==> src/rtl/jtag_chain_engine_if.sv <==
// Host-side byte streams and per-chain JTAG pins of jtag_chain_engine, bundled as one port.
// The engine connects through the slave modport; the host side uses master.
interface jtag_chain_engine_if #(
    parameter int N_CHAINS = 2,
    parameter int SEL_W    = (N_CHAINS > 1) ? $clog2(N_CHAINS) : 1
);
    logic [7:0]          i_cmd_data;
    logic                i_cmd_valid;
    logic                o_cmd_ready;
    logic [SEL_W-1:0]    i_chain_sel;
    logic [7:0]          o_rsp_data;
    logic                o_rsp_valid;
    logic                i_rsp_ready;
    logic [N_CHAINS-1:0] o_tck;
    logic [N_CHAINS-1:0] o_tms;
    logic [N_CHAINS-1:0] o_tdi;
    logic [N_CHAINS-1:0] i_tdo;
    logic                o_busy;

    modport slave (
        input  i_cmd_data, i_cmd_valid, i_chain_sel, i_rsp_ready, i_tdo,
        output o_cmd_ready, o_rsp_data, o_rsp_valid, o_tck, o_tms, o_tdi, o_busy
    );

    modport master (
        output i_cmd_data, i_cmd_valid, i_chain_sel, i_rsp_ready, i_tdo,
        input  o_cmd_ready, o_rsp_data, o_rsp_valid, o_tck, o_tms, o_tdi, o_busy
    );
endinterface

==> src/rtl/jtag_chain_engine.sv <==
// Byte-stream driven JTAG master: bit-bang commands drive TCK/TMS/TDI directly, shift
// commands clock whole bytes out LSB first with a CLK_DIV-cycle TCK half-period.
module jtag_chain_engine #(
    parameter int N_CHAINS = 2,
    parameter int CLK_DIV  = 2,
    parameter int SEL_W    = (N_CHAINS > 1) ? $clog2(N_CHAINS) : 1
) (
    input logic                i_clk,
    input logic                i_reset_n,
    jtag_chain_engine_if.slave bus
);

    localparam logic [1:0] S_CMD  = 2'd0;
    localparam logic [1:0] S_DATA = 2'd1;
    localparam logic [1:0] S_LOW  = 2'd2;
    localparam logic [1:0] S_HIGH = 2'd3;

    localparam int               DIV_W    = (CLK_DIV > 1) ? $clog2(CLK_DIV) : 1;
    localparam logic [DIV_W-1:0] DIV_LAST = DIV_W'(CLK_DIV - 1);

    function automatic logic [N_CHAINS-1:0] chain_mask(input logic [SEL_W-1:0] sel);
        logic [N_CHAINS-1:0] m;
        m = '0;
        for (int i = 0; i < N_CHAINS; i++) begin
            if (sel == SEL_W'(i)) m[i] = 1'b1;
        end
        return m;
    endfunction

    logic [1:0]       state_q, state_d;
    logic [SEL_W-1:0] sel_q, sel_d;
    logic [5:0]       count_q, count_d;
    logic             read_q, read_d;
    logic [6:0]       shreg_q, shreg_d;
    logic [7:0]       rsp_shift_q, rsp_shift_d;
    logic [2:0]       bit_cnt_q, bit_cnt_d;
    logic [DIV_W-1:0] div_cnt_q, div_cnt_d;
    logic             tck_q, tck_d;
    logic             tms_q, tms_d;
    logic             tdi_q, tdi_d;
    logic             rsp_valid_q, rsp_valid_d;
    logic [7:0]       rsp_data_q, rsp_data_d;

    logic                cmd_ready;
    logic                cmd_fire;
    logic                sel_ok;
    logic [SEL_W-1:0]    sel_next;
    logic [N_CHAINS-1:0] mask_q;
    logic                tdo_cur;
    logic                tdo_next;
    logic [7:0]          cmd;

    assign cmd       = bus.i_cmd_data;
    assign cmd_ready = ((state_q == S_CMD) || (state_q == S_DATA)) && !rsp_valid_q;
    assign cmd_fire  = bus.i_cmd_valid && cmd_ready;

    // Out-of-range selections are dropped so the engine never addresses a missing chain.
    assign sel_ok   = ({1'b0, bus.i_chain_sel} < (SEL_W + 1)'(N_CHAINS));
    assign sel_next = sel_ok ? bus.i_chain_sel : sel_q;
    assign mask_q   = chain_mask(sel_q);
    assign tdo_cur  = |(bus.i_tdo & mask_q);
    assign tdo_next = |(bus.i_tdo & chain_mask(sel_next));

    assign bus.o_cmd_ready = cmd_ready;
    assign bus.o_rsp_valid = rsp_valid_q;
    assign bus.o_rsp_data  = rsp_data_q;
    assign bus.o_busy      = (state_q != S_CMD);
    assign bus.o_tck       = tck_q ? mask_q : '0;
    assign bus.o_tms       = tms_q ? mask_q : '0;
    assign bus.o_tdi       = tdi_q ? mask_q : '0;

    always_comb begin
        // NOTE: every next-state signal takes its hold value first so no path infers a latch.
        state_d     = state_q;
        sel_d       = sel_q;
        count_d     = count_q;
        read_d      = read_q;
        shreg_d     = shreg_q;
        rsp_shift_d = rsp_shift_q;
        bit_cnt_d   = bit_cnt_q;
        div_cnt_d   = div_cnt_q;
        tck_d       = tck_q;
        tms_d       = tms_q;
        tdi_d       = tdi_q;
        rsp_valid_d = rsp_valid_q;
        rsp_data_d  = rsp_data_q;

        if (rsp_valid_q && bus.i_rsp_ready) rsp_valid_d = 1'b0;

        case (state_q)
            S_CMD: begin
                if (cmd_fire) begin
                    sel_d = sel_next;
                    if (sel_next != sel_q) begin
                        tck_d = 1'b0;
                        tms_d = 1'b0;
                        tdi_d = 1'b0;
                    end
                    if (!cmd[7]) begin
                        tck_d = cmd[0];
                        tms_d = cmd[1];
                        tdi_d = cmd[4];
                        if (cmd[6]) begin
                            rsp_valid_d = 1'b1;
                            rsp_data_d  = {7'b0, tdo_next};
                        end
                    end else begin
                        count_d = cmd[5:0];
                        read_d  = cmd[6];
                        if (cmd[5:0] != 6'd0) begin
                            tck_d   = 1'b0;
                            state_d = S_DATA;
                        end
                    end
                end
            end
            S_DATA: begin
                if (cmd_fire) begin
                    tdi_d     = cmd[0];
                    shreg_d   = cmd[7:1];
                    bit_cnt_d = 3'd0;
                    div_cnt_d = '0;
                    state_d   = S_LOW;
                end
            end
            S_LOW: begin
                if (div_cnt_q == DIV_LAST) begin
                    div_cnt_d   = '0;
                    tck_d       = 1'b1;
                    rsp_shift_d = {tdo_cur, rsp_shift_q[7:1]};
                    state_d     = S_HIGH;
                end else begin
                    div_cnt_d = div_cnt_q + 1'b1;
                end
            end
            default: begin
                if (div_cnt_q == DIV_LAST) begin
                    div_cnt_d = '0;
                    tck_d     = 1'b0;
                    if (bit_cnt_q == 3'd7) begin
                        count_d = count_q - 6'd1;
                        if (read_q) begin
                            rsp_valid_d = 1'b1;
                            rsp_data_d  = rsp_shift_q;
                        end
                        state_d = (count_q == 6'd1) ? S_CMD : S_DATA;
                    end else begin
                        bit_cnt_d = bit_cnt_q + 3'd1;
                        tdi_d     = shreg_q[0];
                        shreg_d   = {1'b0, shreg_q[6:1]};
                        state_d   = S_LOW;
                    end
                end else begin
                    div_cnt_d = div_cnt_q + 1'b1;
                end
            end
        endcase
    end

    // NOTE: state registers use non-blocking assignments so all of them update from pre-edge values.
    always_ff @(posedge i_clk or negedge i_reset_n) begin
        if (!i_reset_n) begin
            state_q     <= S_CMD;
            sel_q       <= '0;
            count_q     <= '0;
            read_q      <= 1'b0;
            shreg_q     <= '0;
            rsp_shift_q <= '0;
            bit_cnt_q   <= '0;
            div_cnt_q   <= '0;
            tck_q       <= 1'b0;
            tms_q       <= 1'b0;
            tdi_q       <= 1'b0;
            rsp_valid_q <= 1'b0;
            rsp_data_q  <= '0;
        end else begin
            state_q     <= state_d;
            sel_q       <= sel_d;
            count_q     <= count_d;
            read_q      <= read_d;
            shreg_q     <= shreg_d;
            rsp_shift_q <= rsp_shift_d;
            bit_cnt_q   <= bit_cnt_d;
            div_cnt_q   <= div_cnt_d;
            tck_q       <= tck_d;
            tms_q       <= tms_d;
            tdi_q       <= tdi_d;
            rsp_valid_q <= rsp_valid_d;
            rsp_data_q  <= rsp_data_d;
        end
    end

endmodule

==> src/flat_wrapper.sv <==
// flat-port wrapper written by rule: the top's interface ports become plain ports
module jtag_chain_engine_flat 
#(
    parameter int N_CHAINS = 2,
    parameter int CLK_DIV  = 2,
    parameter int SEL_W    = (N_CHAINS > 1) ? $clog2(N_CHAINS) : 1
)
  (i_clk, i_reset_n, bus_i_cmd_data, bus_i_cmd_valid, bus_i_chain_sel, bus_i_rsp_ready, bus_i_tdo, bus_o_cmd_ready, bus_o_rsp_data, bus_o_rsp_valid, bus_o_tck, bus_o_tms, bus_o_tdi, bus_o_busy);
  jtag_chain_engine_if #(.N_CHAINS(N_CHAINS), .SEL_W(SEL_W)) bus_i ();
  input logic i_clk;
  input logic i_reset_n;
  input wire logic [$bits(bus_i.i_cmd_data)-1:0] bus_i_cmd_data;
  input wire logic [$bits(bus_i.i_cmd_valid)-1:0] bus_i_cmd_valid;
  input wire logic [$bits(bus_i.i_chain_sel)-1:0] bus_i_chain_sel;
  input wire logic [$bits(bus_i.i_rsp_ready)-1:0] bus_i_rsp_ready;
  input wire logic [$bits(bus_i.i_tdo)-1:0] bus_i_tdo;
  output wire logic [$bits(bus_i.o_cmd_ready)-1:0] bus_o_cmd_ready;
  output wire logic [$bits(bus_i.o_rsp_data)-1:0] bus_o_rsp_data;
  output wire logic [$bits(bus_i.o_rsp_valid)-1:0] bus_o_rsp_valid;
  output wire logic [$bits(bus_i.o_tck)-1:0] bus_o_tck;
  output wire logic [$bits(bus_i.o_tms)-1:0] bus_o_tms;
  output wire logic [$bits(bus_i.o_tdi)-1:0] bus_o_tdi;
  output wire logic [$bits(bus_i.o_busy)-1:0] bus_o_busy;
  assign bus_i.i_cmd_data = bus_i_cmd_data;
  assign bus_i.i_cmd_valid = bus_i_cmd_valid;
  assign bus_i.i_chain_sel = bus_i_chain_sel;
  assign bus_i.i_rsp_ready = bus_i_rsp_ready;
  assign bus_i.i_tdo = bus_i_tdo;
  assign bus_o_cmd_ready = bus_i.o_cmd_ready;
  assign bus_o_rsp_data = bus_i.o_rsp_data;
  assign bus_o_rsp_valid = bus_i.o_rsp_valid;
  assign bus_o_tck = bus_i.o_tck;
  assign bus_o_tms = bus_i.o_tms;
  assign bus_o_tdi = bus_i.o_tdi;
  assign bus_o_busy = bus_i.o_busy;
  jtag_chain_engine #(.N_CHAINS(N_CHAINS), .CLK_DIV(CLK_DIV), .SEL_W(SEL_W)) u_core (.i_clk(i_clk), .i_reset_n(i_reset_n), .bus(bus_i));
endmodule
==> config.mk <==
export PLATFORM = sky130hd
export DESIGN_NAME = jtag_chain_engine_flat
export DESIGN_NICKNAME = d
export VERILOG_FILES = /design/src/rtl/jtag_chain_engine_if.sv /design/src/rtl/jtag_chain_engine.sv /design/src/flat_wrapper.sv
export SDC_FILE = /design/constraint.sdc
export NUM_CORES = 1
export LEC_CHECK = 0
export ABC_AREA = 0
export BUFFER_PORTS_ARGS = -buffer_cell sky130_fd_sc_hd__buf_2
export CAP_MARGIN = 40
export CORE_ASPECT_RATIO = 0.75
export CORE_MARGIN = 2
export CORE_UTILIZATION = 35
export CTS_CLUSTER_SIZE = 10
export DETAILED_ROUTE_END_ITERATION = 7
export SYNTH_ARGS = -nofsm -noshare
export SYNTH_HDL_FRONTEND = slang
export SYNTH_SLANG_ARGS = --single-unit
==> constraint.sdc <==
create_clock -name i_clk -period 2.6 [get_ports i_clk]
set_input_delay 0.78 -clock i_clk [delete_from_list [all_inputs] [get_ports i_clk]]
set_output_delay 0.78 -clock i_clk [all_outputs]
set_load 0.05 [all_outputs]
==> results of run 1 <==
[timing repair]
item,CTS,global route
endpoints found under the hold margin,0,0
endpoints found under the setup margin,0,1
gates resized for setup,0,1
[area by class of cell]
| type | instances | area share, % |
|---|---|---|
| repair buffers | 38 | 8.047 |
| flip-flops and latches | 41 | 39.75 |
| clock inverters | 3 | 0.9695 |
| inverters | 12 | 1.745 |
| clock buffers | 5 | 2.666 |
| multi-input cells | 155 | 42.90 |
| well taps | 81 | 3.926 |
[worst register-to-register path: cells and delay by family, from the launching register on]
| kind | cells | cell delay [ps] |
|---|---|---|
| buf+inv | 2 | 330 |
| compound gates | 1 | 210 |
| fa+ha+maj | 1 | 320 |
| mux | 1 | 380 |
| simple gates | 2 | 330 |
| flops | 1 | 420 |
[cell usage after synthesis (all sizes together) (2+ instances only)]
cell type	count
a22o	2
o221ai	2
nand2b	2
nor2	18
o22ai	2
mux2i	14
nand4	4
nand3	4
a21oi	7
nor2b	10
a31oi	2
nand2	16
o21ai	16
inv	12
buf	7
dfrtp	41
a211oi	2
mux2	19
nor3	7
ha	8
and2	5
[power by group]
part	leakage [nW]	internal (W)	switching, W
Clock	0.0447	0.000194	0.000239
Sequential	0.517	0.000904	0.000206
Combinational	0.623	0.000690	0.00112
Total	1.18	0.00179	0.00157
[metrics by stage]
step                      power (W)  instance area, um2  hold slack [ps]  util, %
after CTS                  0.003374                2579            425.8    41.43
after global placement     0.002899                2485            464.6    39.92
final                      0.003353                2581            417.8    41.47
after detailed placement   0.002934                2485            469.3    39.92
after global routing       0.003618                2581            434.5    41.47
after floorplan            0.002483                2220            449.2        -
[cells by family after synthesis]
| logic type | synth area share, % |
|---|---|
| DFF | 46.22 |
| xor gates and xnor gates | 0.3947 |
| buffers and inverters | 4.002 |
| adders and majority gates | 4.510 |
| muxes | 15.95 |
| AOI/OAI and AO/OA | 12.29 |
| and+or+nand+nor | 16.63 |
[registers in the layout, summed over array words and instances, names as in the netlist]
register	flops
u_core.read_q	1
u_core.tdi_q	1
u_core.bus.o_rsp_data	8
u_core.tck_q	1
u_core.tms_q	1
u_core.rsp_shift_q	8
u_core.state_q	2
u_core.shreg_q	7
u_core.sel_q	1
u_core.div_cnt_q	1
u_core.bus.o_rsp_valid	1
u_core.count_q	6
u_core.bit_cnt_q	3
[metal layers]
metal	vias to the layer above	GRT usage, %	routed length, um
met1	797	23.27	2533
met2	34	21.83	2083
met3	4	4.029	243
li1	834	-	-
met4	0	4.603	51
met5	-	0	0
[how the worst max path moves through the flow]
stage | slack (ps) | end | cells after the start | from
final | 170 | bus_o_cmd_ready | 5 | u_core.state_q[0]
after global routing | 70 | bus_o_cmd_ready | 5 | u_core.state_q[0]
after CTS | 30 | bus_o_cmd_ready | 5 | u_core.state_q[0]
after detailed placement | 360 | bus_o_cmd_ready | 5 | u_core.state_q[0]
after global placement | 400 | bus_o_cmd_ready | 5 | u_core.state_q[0]
after floorplan | 320 | bus_o_cmd_ready | 5 | u_core.state_q[0]
==> results.txt, run 1 <==
Filler instances = 608
Synthesized area per cell = 10.28 um2
Latest clock arrival within the worst-skew pair = 300 ps
Number of sinks on the clock net = 41
Setup-failing EPs final = 0
Net Count, Synth = 239
Highest Clock Rate = 411.2 MHz
Proportion of synthesized flip-flops having asynchronous set or reset = 100.0%
Leakage Power = 1.185 nW
Setup repair after global routing missed its margin = no
Setup TNS Final = 0 ps
Number of global-route vias before repair = 1618
Iteration count of the initial detailed-routing pass = 4
Buffers from clock root to sink, at most = 2
Sequential cell area = 1026 um2
Post-synthesis cell type with the largest combined area = dfrtp_1
Final WL = 4.911 mm
Die X = 95.96 um
Number of synthesized flops with an enable pin = 0
Total power density per cell area = 1299 nW/um2
Count of input and output buffers = 31
Number of standard-cell rows in the floorplan = 25
Overall fraction of global-route tracks in use = 15.48%
Number of diodes = 0
Max Slew Vio Count = 0
Most common cell after layout, fill and taps aside = dfrtp_1
Post-synthesis instance area = 2220 um2
Effective utilization at floorplan = 35.66%
Antenna violations before repair = 0
Area of the multi-input gates = 1107 um2
Vias after detailed routing = 1669
Portion of synthesized cell area occupied by the leading cell type = 46.22%
Most frequently used flop master after synthesis = dfrtp_1
IR Drop Worst-Case VDD = 484.6 uV
GPL Wtd Cong = 0.8372
Antenna violation net count after detailed routing = 0
Worst flop-to-flop path endpoint = u_core.state_q[1]
Most frequent cells in the layout = dfrtp_1, buf_2, mux2_2
Number of nets in the layout = 276
Routed len/inst = 14.66 um
H-tree depth = 2
Cell types with the largest area share after synthesis = dfrtp_1, mux2_2, mux2i_1
Cell occurring most often along the worst timing path = nor2_1
Slowest stage delay, CP = 420 ps
Post-placement worst setup slack = 355.7 ps
Synthesis Warnings = 0
Worst setup path class = reg2out
Drt initial violations = 46
Standard cell with the maximum stage delay on the critical path = dfrtp_1
Placed wire-length estimate after detailed placement = 3.794 mm
Top delay family on crit path = flip-flops
Cell breakdown of the critical path = inv_1 -> ha_2 -> nor2_1 -> nor2_1 -> buf_2
Die area = 7001 um2
Worst hold path class = in2async
Hold Buf Count CTS = 0
Post-layout instance count excluding filler cells = 335
Relative slew slack = 69.94%
First-pass GRT wire length = 8.204 mm
Arrival time reported for the critical path endpoint = 1650 ps
Post-Place Cells = 327
Total core area = 6225 um2
Share of the clock period used by the worst path = 93.54%
Element type at the critical path end = primary output
Number of vias per cell = 4.982
Mapped Cells = 216
Distinct cell type count after synthesis = 42
Grt ovf = 0
Launching element type of the critical path = flop
Number of endpoints with negative hold slack in the final report = 0
Least-Margin Pin Slew = 450.9 ps
Floorplan die height = 72.97 um
Slack of the critical path = 167.9 ps
Largest net degree at the start of global routing = 20
Number of buffers inserted during clock tree synthesis = 5
Post-layout min period = 2432 ps
Max-cap violations = 0
Number of cells on the worst reg-to-reg path = 7
Worst setup slack for register-to-register paths = 500 ps
Critical path peak fanout = 11
Post-CTS Repair Setup Buffers = 0
Critical Path RT = 1820 ps
Post-detailed-route DRC marker count = 0
Area growth from synthesis to final layout = 16.29%
Root buffer selected by CTS = clkbuf_8
IO Count = 32
Number of synthesized register bits = 41
Post-synthesis sequential area ratio = 46.22%
Status = complete, no violations
TritonCTS clock tree = yes
Reg clk slew, reported paths = 90 ps
Crit Reg-Reg Startpoint = u_core.state_q[0]
Share of cells above drive strength 1 = 27.17%
Post-Route Skew = 12.73 ps
Total buffers and inverters traversed by the critical path = 2
Note: power is estimated with default switching activity, not from simulation.
==> inputs of run 2 (changes only) <==
- CORE_ASPECT_RATIO: 0.75 -> unset
==> results.txt, run 2 (same netlist as run 1, synthesis figures left out) <==
Status = complete, no violations
Final WL = 4.776 mm
Hold Buf Count CTS = 0
Number of diodes = 0
Post-DP Area = 2465 um2
Highest Clock Rate = 404.9 MHz
Post-Route Skew = 4.288 ps
Most common cell after layout, fill and taps aside = dfrtp_1
Leakage Power = 1.184 nW
Count of input and output buffers = 31
Effective utilization at floorplan = 35.57%
Relative slew slack = 68.65%
Worst hold path class = in2async
Sequential cell area = 1026 um2
Max-cap violations = 0
Share of the clock period used by the worst path = 95.00%
IO Count = 32
Share of cells above drive strength 1 = 26.59%
Placed wire-length estimate after detailed placement = 3.538 mm
Final core area utilization = 41.38%
Post-CTS Resized = 1
Launching element type of the critical path = flop
Area of the multi-input gates = 1107 um2
Critical path peak fanout = 9
First-pass GRT wire length = 7.921 mm
Element type at the critical path end = primary output
Die area = 6995 um2
Setup repair after global routing missed its margin = no
Post-detailed-route DRC marker count = 0
Arrival time reported for the critical path endpoint = 1690 ps
Number of global-route vias before repair = 1644
Number of standard-cell rows in the floorplan = 29
Filler instances = 620
Most frequent cells in the layout = dfrtp_1, buf_2, mux2_2
Overall fraction of global-route tracks in use = 14.02%
Post-layout instance count excluding filler cells = 329
Post-Place Cells = 321
Total power density per cell area = 1314 nW/um2
Antenna violations before repair = 0
Max Slew Vio Count = 0
Number of nets in the layout = 274
Reg clk slew, reported paths = 80 ps
Vias after detailed routing = 1707
Critical Path RT = 1820 ps
Number of vias per cell = 5.188
Least-Margin Pin Slew = 470.3 ps
Buffers from clock root to sink, at most = 2
Iteration count of the initial detailed-routing pass = 4
Number of sinks on the clock net = 41
Setup TNS Final = 0 ps
Setup-failing EPs final = 0
H-tree depth = 2
Area growth from synthesis to final layout = 16.35%
Root buffer selected by CTS = clkbuf_8
Drt initial violations = 102
Final non-filler cell area = 2582 um2
Antenna violation net count after detailed routing = 0
Latest clock arrival within the worst-skew pair = 290 ps
Number of buffers inserted during clock tree synthesis = 5
Routed len/inst = 14.52 um
Number of endpoints with negative hold slack in the final report = 0
Grt ovf = 0
Die X = 83.64 um
Floorplan die height = 83.64 um
Post-CTS Repair Setup Buffers = 0
TritonCTS clock tree = yes
Largest net degree at the start of global routing = 21
Worst setup path class = reg2out
Total core area = 6241 um2
IR Drop Worst-Case VDD = 493.5 uV
Post-layout min period = 2470 ps
GPL Wtd Cong = 0.8658
-- run 2: cell types whose count changed in the layout (fill, tap and decap cells not counted) --
| cell | previous run | this run |
|---|---|---|
| bufinv_16 | 0 | 1 |
| inv_6 | 1 | 0 |
| buf_4 | 7 | 5 |
-- run 2: final timing paths --
kind | depth (start not counted) | from | slack, ps | to
worst min-delay path | 1 | i_reset_n | 430 | u_core.bit_cnt_q[0]
worst max register to register | 7 | u_core.state_q[0] | 490 | u_core.state_q[1]
worst max-delay path | 5 | u_core.state_q[0] | 130 | bus_o_cmd_ready
min in group i_clk | 2 | u_core.shreg_q[5] | 490 | u_core.shreg_q[5]
max in group asynchronous | 2 | i_reset_n | 1620 | u_core.tdi_q
worst min register to register | 2 | u_core.shreg_q[5] | 490 | u_core.shreg_q[5]
-- run 2: worst max-delay path, stage by stage (launching register included) --
cell     delay, ps
dfrtp_1        420
inv_1          130
ha_2           300
nor2_1         130
nor2_1         130
buf_2          280
-- run 2: metrics by stage --
step                worst slack, ps  hold slack (ps)  total power (W)
floorplan                     317.7            449.2         0.002483
global placement              380.2            461.2         0.002855
detailed placement            329.5            472.9         0.002875
CTS                           103.1            436.5         0.003420
global route                  12.22            450.6         0.003639
finish                        130.1            428.5         0.003393
-- run 2: cell type report --
type | count | area share, %
well taps | 77 | 3.731
clock buffers | 5 | 2.665
repair buffers | 36 | 7.461
multi-input cells | 155 | 42.88
flip-flops and latches | 41 | 39.73
clock inverters | 3 | 1.793
inverters | 12 | 1.744
-- run 2: power by group --
part,internal [W],switching (W),total (W)
clock,0.000288,0.000237,0.000525
sequential,0.000904,0.000204,0.00111
combinational,0.000668,0.00109,0.00176
total,0.00186,0.00153,0.00339
-- run 2: per-layer routing --
metal / vias to the layer above / share of wire (%) / GRT usage, %
li1: 835 / - / -
met1: 828 / 47 / 19.42
met2: 39 / 48 / 21.75
met3: 5 / 4.4 / 3.066
met4: 0 / 1.1 / 4.839
met5: - / 0 / 0
==> inputs of run 3 (changes only) <==
- CORE_UTILIZATION: 35 -> 34
==> results.txt, run 3 (same netlist as run 1, synthesis figures left out) <==
Overall fraction of global-route tracks in use = 14.07%
Max-cap violations = 0
Number of vias per cell = 5.136
Floorplan die height = 84.80 um
Antenna violations before repair = 0
Post-layout min period = 2444 ps
GPL Wtd Cong = 0.8209
TritonCTS clock tree = yes
Element type at the critical path end = primary output
Post-detailed-route DRC marker count = 0
Largest net degree at the start of global routing = 28
IR Drop Worst-Case VDD = 644.8 uV
Hold Buf Count CTS = 0
H-tree depth = 2
Share of the clock period used by the worst path = 94.01%
Placed wire-length estimate after detailed placement = 3.628 mm
Number of global-route vias before repair = 1688
Post-CTS Repair Setup Buffers = 0
Number of nets in the layout = 276
Total buffers and inverters traversed by the critical path = 3
Number of sinks on the clock net = 41
Highest Clock Rate = 409.1 MHz
Final core area utilization = 41.16%
Setup repair after global routing missed its margin = no
Vias after detailed routing = 1700
Status = complete, no violations
Reg clk slew, reported paths = 90 ps
Launching element type of the critical path = flop
Post-Route Skew = 7.808 ps
Final WL = 4.736 mm
Worst setup path class = reg2out
Area growth from synthesis to final layout = 17.76%
Least-Margin Pin Slew = 611.7 ps
Die area = 7191 um2
Setup-failing EPs final = 0
Top delay family on crit path = buffers and inverters
Worst hold path class = in2async
Latest clock arrival within the worst-skew pair = 290 ps
Number of buffers inserted during clock tree synthesis = 5
Effective utilization at floorplan = 34.96%
Most common cell after layout, fill and taps aside = dfrtp_1
Cell breakdown of the critical path = inv_1 -> ha_1 -> nor2_1 -> buf_4 -> nor2_1 -> buf_2
Critical Path RT = 1820 ps
Max Slew Vio Count = 0
Antenna violation net count after detailed routing = 0
Drt initial violations = 144
Grt ovf = 0
Share of cells above drive strength 1 = 26.77%
Hold Slack = 487.3 ps
Slowest stage delay, CP = 420 ps
IO Count = 32
Buffers from clock root to sink, at most = 2
Setup TNS Final = 0 ps
Number of endpoints with negative hold slack in the final report = 0
Standard cell with the maximum stage delay on the critical path = dfrtp_1
First-pass GRT wire length = 8.169 mm
Most frequent cells in the layout = dfrtp_1, buf_2, mux2_2
Iteration count of the initial detailed-routing pass = 5
Leakage Power = 1.210 nW
Total power density per cell area = 1337 nW/um2
Number of standard-cell rows in the floorplan = 29
Post-CTS Resized = 0
Relative slew slack = 59.22%
Total core area = 6350 um2
Arrival time reported for the critical path endpoint = 1660 ps
Count of input and output buffers = 31
Root buffer selected by CTS = clkbuf_8
Die X = 84.80 um
Routed len/inst = 14.31 um
Critical path peak fanout = 5
Number of diodes = 0
Cell occurring most often along the worst timing path = nor2_1
==> run 3: cell count changes in the layout (fill, tap and decap cells not counted) <==
cell	change
bufinv_16	+1
buf_4	+2
ha_2	-1
clkinv_2	+1
ha_1	+1
clkinv_4	-1
clkinvlp_4	-1
==> run 3: metal layers <==
| layer | GRT usage (%) | vias up | wire [um] |
|---|---|---|---|
| met5 | 0 | - | 0 |
| met4 | 3.030 | 0 | 45 |
| met3 | 3.147 | 5 | 213 |
| met2 | 23.05 | 42 | 2288 |
| met1 | 19.19 | 817 | 2189 |
| li1 | - | 836 | - |
==> run 3: final timing paths <==
check,cells after the start,start,slack (ps),end
max in group asynchronous,2,i_reset_n,1550,u_core.bus.o_rsp_data[7]
max,6,u_core.state_q[0],160,bus_o_cmd_ready
min reg2reg,2,u_core.shreg_q[4],490,u_core.shreg_q[4]
min in group i_clk,2,u_core.shreg_q[4],490,u_core.shreg_q[4]
min,1,i_reset_n,490,u_core.bit_cnt_q[1]
max reg2reg,7,u_core.state_q[0],570,u_core.state_q[1]
==> run 3: area by class of cell <==
class	instances	area (um2)
sequential	41	1026
multi-input combinational	155	1105
tap	77	96.34
clock inverter	3	65.06
clock buffer	5	68.82
timing repair buffer	38	207.7
inverter	12	45.04
fill	623	3736
==> run 3: stage by stage <==
stage,cells,total power (W),worst slack (ps),area [um2]
after floorplan,216,0.002483,317.7,2220
after global placement,322,0.002855,431.9,2472
after detailed placement,323,0.002910,463.5,2480
after CTS,331,0.003522,137.5,2614
after global routing,331,0.003756,42.16,2614
final,331,0.003495,155.9,2614
==> run 3: power breakdown <==
group	total [W]	internal, W	leakage (nW)	switching, W
clock	0.000608	0.000381	0.0681	0.000226
sequential	0.00111	0.000904	0.517	0.000207
combinational	0.00178	0.000679	0.624	0.00110
